--- src/rtl/rv_multicycle_ctrl.sv ---
// -----------------------------------------------------------------------------
// rv_multicycle_ctrl
//
// Multicycle control unit for an RV32I core. Each instruction is walked
// through FETCH -> DECODE -> EXEC -> (MEM) -> WB, or FETCH -> DECODE -> EXEC
// -> BR for branches. The unit supports R-type, I-type ALU, LW, SW and
// BEQ/BNE/BLT/BGE. Any other encoding either locks the unit in a sticky TRAP
// state or retires as a NOP, depending on TRAP_ON_ILLEGAL.
//
// All outputs are Moore outputs decoded from the state register and the
// instruction register. None of them depends combinationally on an ack or
// ALU-flag input. The one exception is the asynchronous reset, which forces
// the fetch request low while reset is asserted.
//
// Parameters:
//   TRAP_ON_ILLEGAL  1: an unsupported encoding enters a sticky TRAP state.
//                    0: an unsupported encoding retires as a NOP (PC+4, no
//                       writes).
//
// Ports:
//   clk, rst            clock (rising edge), asynchronous active-high reset
//   imem_req/ack/rdata  instruction fetch handshake and fetched word
//   dmem_re/we/ack      data memory read/write request and completion
//   alu_ctrl            ALU operation code {funct7, funct3}
//   imm, imm_en         sign-extended immediate and ALU operand-B select
//   alu_z, alu_n        ALU zero and negative flags, used for branches
//   rs1, rs2, rd        register-file addresses taken from the IR
//   reg_we, wb_sel      register write strobe and writeback source
//   pc_we, pc_sel       PC update strobe and next-PC select
//   trap                sticky illegal-instruction flag
// -----------------------------------------------------------------------------
module rv_multicycle_ctrl #(
  parameter bit TRAP_ON_ILLEGAL = 1'b1
) (
  input  logic        clk,
  input  logic        rst,
  output logic        imem_req,
  input  logic        imem_ack,
  input  logic [31:0] imem_rdata,
  output logic        dmem_re,
  output logic        dmem_we,
  input  logic        dmem_ack,
  output logic [9:0]  alu_ctrl,
  output logic [31:0] imm,
  output logic        imm_en,
  input  logic        alu_z,
  input  logic        alu_n,
  output logic [4:0]  rs1,
  output logic [4:0]  rs2,
  output logic [4:0]  rd,
  output logic        reg_we,
  output logic        wb_sel,
  output logic        pc_we,
  output logic        pc_sel,
  output logic        trap
);

  localparam logic [6:0] OP_R      = 7'b0110011;
  localparam logic [6:0] OP_I      = 7'b0010011;
  localparam logic [6:0] OP_LOAD   = 7'b0000011;
  localparam logic [6:0] OP_STORE  = 7'b0100011;
  localparam logic [6:0] OP_BRANCH = 7'b1100011;

  typedef enum logic [2:0] {
    S_FETCH,
    S_DECODE,
    S_EXEC,
    S_MEM,
    S_WB,
    S_BR,
    S_TRAP
  } state_t;

  state_t      state_reg, state_next;
  logic [31:0] ir_reg, ir_next;
  logic        taken_reg, taken_next;

  // ---------------------------------------------------------------------------
  // Instruction classification, decoded from the IR
  // ---------------------------------------------------------------------------
  logic [6:0]  opcode;
  logic [2:0]  funct3;
  logic        is_r, is_i, is_ld, is_st, is_br, is_legal;
  logic [31:0] imm_dec;
  logic [9:0]  alu_dec;
  logic        en_dec;
  logic        br_cond;

  assign opcode = ir_reg[6:0];
  assign funct3 = ir_reg[14:12];

  assign is_r     = (opcode == OP_R);
  assign is_i     = (opcode == OP_I);
  assign is_ld    = (opcode == OP_LOAD)  && (funct3 == 3'b010);
  assign is_st    = (opcode == OP_STORE) && (funct3 == 3'b010);
  assign is_br    = (opcode == OP_BRANCH) &&
                    ((funct3 == 3'b000) || (funct3 == 3'b001) ||
                     (funct3 == 3'b100) || (funct3 == 3'b101));
  assign is_legal = is_r || is_i || is_ld || is_st || is_br;

  assign rs1 = ir_reg[19:15];
  assign rs2 = ir_reg[24:20];
  assign rd  = ir_reg[11:7];

  always_comb begin
    imm_dec = 32'd0;
    if (is_i || is_ld) begin
      imm_dec = {{20{ir_reg[31]}}, ir_reg[31:20]};
    end else if (is_st) begin
      imm_dec = {{20{ir_reg[31]}}, ir_reg[31:25], ir_reg[11:7]};
    end else if (is_br) begin
      imm_dec = {{19{ir_reg[31]}}, ir_reg[31], ir_reg[7], ir_reg[30:25],
                 ir_reg[11:8], 1'b0};
    end
  end

  always_comb begin
    alu_dec = 10'd0;
    en_dec  = 1'b0;
    if (is_r) begin
      alu_dec = {ir_reg[31:25], funct3};
    end else if (is_i) begin
      en_dec = 1'b1;
      // Only the shift-right group keeps funct7, so SRLI/SRAI are distinguished
      // by ir[30]. Every other I-ALU op carries immediate bits in ir[31:25],
      // and those bits must not leak into the ALU code.
      if (funct3 == 3'b101) begin
        alu_dec = {ir_reg[31:25], 3'b101};
      end else begin
        alu_dec = {7'd0, funct3};
      end
    end else if (is_ld || is_st) begin
      alu_dec = 10'b0000000_000;
      en_dec  = 1'b1;
    end else if (is_br) begin
      alu_dec = 10'b0100000_000;
    end
  end

  // BLT/BGE use the raw sign of rs1-rs2. Signed overflow is not corrected.
  always_comb begin
    br_cond = 1'b0;
    case (funct3)
      3'b000:  br_cond = alu_z;
      3'b001:  br_cond = !alu_z;
      3'b100:  br_cond = alu_n;
      3'b101:  br_cond = !alu_n;
      default: br_cond = 1'b0;
    endcase
  end

  // ---------------------------------------------------------------------------
  // State register
  // ---------------------------------------------------------------------------
  always_ff @(posedge clk or posedge rst) begin
    if (rst) begin
      state_reg <= S_FETCH;
      ir_reg    <= 32'd0;
      taken_reg <= 1'b0;
    end else begin
      state_reg <= state_next;
      ir_reg    <= ir_next;
      taken_reg <= taken_next;
    end
  end

  // ---------------------------------------------------------------------------
  // Next-state logic
  // ---------------------------------------------------------------------------
  always_comb begin
    state_next = state_reg;
    ir_next    = ir_reg;
    taken_next = taken_reg;
    case (state_reg)
      S_FETCH: begin
        if (imem_ack) begin
          ir_next    = imem_rdata;
          state_next = S_DECODE;
        end
      end
      S_DECODE: begin
        if (is_legal) begin
          state_next = S_EXEC;
        end else if (TRAP_ON_ILLEGAL) begin
          state_next = S_TRAP;
        end else begin
          state_next = S_WB;
        end
      end
      S_EXEC: begin
        if (is_ld || is_st) begin
          state_next = S_MEM;
        end else if (is_br) begin
          taken_next = br_cond;
          state_next = S_BR;
        end else begin
          state_next = S_WB;
        end
      end
      S_MEM: begin
        if (dmem_ack) begin
          state_next = S_WB;
        end
      end
      S_WB:    state_next = S_FETCH;
      S_BR:    state_next = S_FETCH;
      S_TRAP:  state_next = S_TRAP;
      default: state_next = S_FETCH;
    endcase
  end

  // ---------------------------------------------------------------------------
  // Moore outputs
  // ---------------------------------------------------------------------------
  always_comb begin
    // While reset is held, the unit sits in FETCH but must not request a fetch.
    imem_req = (state_reg == S_FETCH) && !rst;
    dmem_re  = 1'b0;
    dmem_we  = 1'b0;
    alu_ctrl = 10'd0;
    imm_en   = 1'b0;
    imm      = (state_reg == S_FETCH) ? 32'd0 : imm_dec;
    reg_we   = 1'b0;
    wb_sel   = 1'b0;
    pc_we    = 1'b0;
    pc_sel   = 1'b0;
    trap     = (state_reg == S_TRAP);
    case (state_reg)
      S_EXEC: begin
        alu_ctrl = alu_dec;
        imm_en   = en_dec;
      end
      S_MEM: begin
        alu_ctrl = alu_dec;
        imm_en   = en_dec;
        dmem_re  = is_ld;
        dmem_we  = is_st;
      end
      S_WB: begin
        alu_ctrl = alu_dec;
        imm_en   = en_dec;
        pc_we    = 1'b1;
        // An illegal instruction retiring as a NOP matches none of these
        // classes, so it writes nothing.
        reg_we   = (is_r || is_i || is_ld) && (rd != 5'd0);
        wb_sel   = is_ld;
      end
      S_BR: begin
        pc_we  = 1'b1;
        pc_sel = taken_reg;
      end
      default: begin
      end
    endcase
  end

endmodule

--- config.mk ---
export PLATFORM = sky130hd
export DESIGN_NAME = rv_multicycle_ctrl
export DESIGN_NICKNAME = d
export VERILOG_FILES = /design/src/rtl/rv_multicycle_ctrl.sv
export SDC_FILE = /design/constraint.sdc
export NUM_CORES = 1
export LEC_CHECK = 0
export ABC_AREA = 1
export BUFFER_PORTS_ARGS = -buffer_cell sky130_fd_sc_hd__clkbuf_2
export CAP_MARGIN = 20
export CORE_MARGIN = 1
export CORE_UTILIZATION = 35
export DETAILED_ROUTE_END_ITERATION = 16
export MAX_ROUTING_LAYER = met4
export PLACE_DENSITY = 0.73
export REMOVE_ABC_BUFFERS = 1
export SYNTH_ARGS = -nofsm -noshare
export SYNTH_HDL_FRONTEND = slang
export SYNTH_SLANG_ARGS = --single-unit
--- constraint.sdc ---
create_clock -name clk -period 1.5 [get_ports clk]
set_input_delay 0 -clock clk [delete_from_list [all_inputs] [get_ports clk]]
set_output_delay 0 -clock clk [all_outputs]
set_load 0.01 [all_outputs]
==> qor.csv <==
metric,value,unit
TritonCTS clock tree,built,
CTS Buf Count,5,
Worst Setup Start Kind,register,
Highest Clock Rate,0.535,GHz
P_leak,1.94,nW
failing checks,negative setup slack,
I/O Pins,104,
Area Overhead vs Synth,63.8,%
Iteration-0 DRC Markers,103,
gpl congestion,0.891,
Antenna Diode Count,0,
Worst Path Required,1.50,ns
initial antenna violation count,0,
Final setup viols,46,
crit path cell chain,inv_2 > nand2_4 > nor2_4 > nand4_1 > nand2_2 > inv_2 > nand2_2 > nand3_2 > inv_2 > buf_6 > clkbuf_16 > buf_6,
Wirelength per Cell,14.8,um
critical path class,reg -> out,
Die Area,0.00678,mm^2
RSZ-0062 raised after global routing,yes,
layout cells sized above 1,0.556,
hold depth,3,
CTS Root Cell,clkbuf_8,
largest net degree at the start of global routing,37,
grt ovf,0,
H-tree levels,2,
max reg flops,32,
CP dominant cell by count,inv_2,
Worst path slowest cell,dfrtp_1,
Cell Pwr Density,1490,mW/mm^2
CP max stage delay,0.38,ns
Worst-Skew Late Latency,0.30,ns
Avg Inst Size Synth,8.62,um^2
crit path max fanout,5,
Die Ht,82.4,um
synthesized flop and latch total,36,
core footprint,0.00606,mm^2
Final WS setup,-0.371,ns
"Slew Viols, Final",0,
Hold Crit Class,in -> reg,
Netlist cell types,23,
Fill cells,471,
Peak VDD IR,0.802,mV
DR vias,2283,
GRT Total Usage,0.207,
Util after Layout,0.611,
Post-layout nets,436,
RR Startpoint,state_reg[0],
starting density of the core,0.373,
critical path data arrival time,1.87,ns
Slew headroom,0.691,
minimum clock period,1.87,ns
Die Span X,82.4,um
max cap viols,0,
vias in the first global route,2174,
final period utilization,1.25,
# clock sinks,36,
drt pass-1 iters,4,
"Hold Violations, Final",0,
worst-case clock buffer depth,2,
skew final,0.0130,ns
DRC viols,0,
global-route wire length before repair,10100,um
synth warn,0,
Reg2Reg Setup Slack,0.05,ns
Final ANT Viol Nets,0,
Mapped Area,0.00226,mm^2
row cnt,28,
IO buf count,103,
worst slew pin tran,0.464,ns
vias per cell,4.82,
register area share after synthesis,0.399,
Routed Wire Length,7030,um
crit end category,primary output,
post-route setup TNS,-11.68,ns
Syn Inst Count,262,
reg2reg path depth,6,
Hold Startpoint,imem_ack,
Setup crit start,ir_reg[3],
"Reg clk slew, reported paths",0.08,ns
result of the run,"finished, violations left",
DP Wirelength,4230,um
[cell families (layout without fill, tap and decap cells)]
kind of cell | count (synthesis) | in the layout | share of synthesized area
compound gates | 26 | 26 | 0.0604
buf+inv | 66 | 202 | 0.178
flops | 36 | 36 | 0.399
mux | 23 | 23 | 0.151
simple gates | 111 | 112 | 0.212
[cell usage in the layout, fill, tap and decap left out, drive strengths merged]
cell,count
clkbuf,78
a211oi,1
dfrtp,36
and3,1
a21oi,18
nand3,16
mux2,23
inv,27
nand4,3
o21ai,7
nor3,7
nor2,43
nand2,42
dlygate4sd3,34
buf,63
[synthesized netlist by cell type, drive strengths merged]
library cell / number / area [um^2]
nand2: 42 / 170
mux2: 23 / 342
nor2: 42 / 168
a21oi: 18 / 90.1
nand3: 16 / 80.1
nand4: 3 / 18.8
dfrtp: 36 / 901
o21ai: 7 / 38.8
and3: 1 / 6.26
buf: 39 / 299
a211oi: 1 / 7.51
nor3: 7 / 35.0
inv: 27 / 104
[report_power, final]
| part | total [mW] | switching (mW) | internal, mW | leakage (nW) |
|---|---|---|---|---|
| clock | 0.723 | 0.348 | 0.375 | 0.0455 |
| sequential | 1.92 | 0.470 | 1.45 | 0.414 |
| combinational | 2.88 | 1.48 | 1.40 | 1.48 |
| total | 5.53 | 2.30 | 3.23 | 1.94 |
[metal layers]
layer,GRT usage,vias up,share of wire
met4,0.0947,0,0.038
met3,0.0286,22,0.051
met5,-,-,0
met2,0.333,99,0.50
met1,0.257,1073,0.41
li1,-,1089,-
[area by class of cell]
class                      count  area (um^2)  area share
multi-input combinational    161         1170       0.317
tap                           75         93.8      0.0253
inverter                      27          104      0.0281
timing repair buffer         167         1340       0.362
sequential                    36          901       0.243
clock buffer                   8         90.1      0.0243
[metrics by stage]
stage / total power [mW] / worst slack [ns] / hold slack, ns / cells / cell area, um^2
global placement: 4.12 / 0.0229 / 0.130 / 415 / 2710
floorplan: 3.32 / -0.797 / 0.0475 / 223 / 1960
CTS: 5.17 / -0.294 / 0.0125 / 466 / 3340
detailed placement: 4.20 / -0.0452 / 0.124 / 415 / 2710
global route: 5.87 / -0.483 / 0.0609 / 474 / 3700
finish: 5.53 / -0.371 / 0.0424 / 474 / 3700
[critical path: cells and delay by family (launching register included)]
family        cells  cell delay, ns
buf+inv           6            0.59
flops             1            0.38
simple gates      6            0.60
[timing repair]
item                                    in CTS  in global routing
gates cloned                                 2                  2
endpoints found under the setup margin      47                 57
buffers inserted                             7                  8
gates resized for setup                     34                102
pin swaps                                    5                 14
endpoints found under the hold margin       69                  0
hold buffers                                34                  0
[path summary, 6_finish.rpt]
path                                 to
setup / recovery                imm[14]
hold / removal             state_reg[1]
setup reg to reg             ir_reg[20]
hold reg to reg              ir_reg[17]
max in group asynchronous    ir_reg[22]
min in group asynchronous    ir_reg[29]
Power figures use the tool's default switching activity.
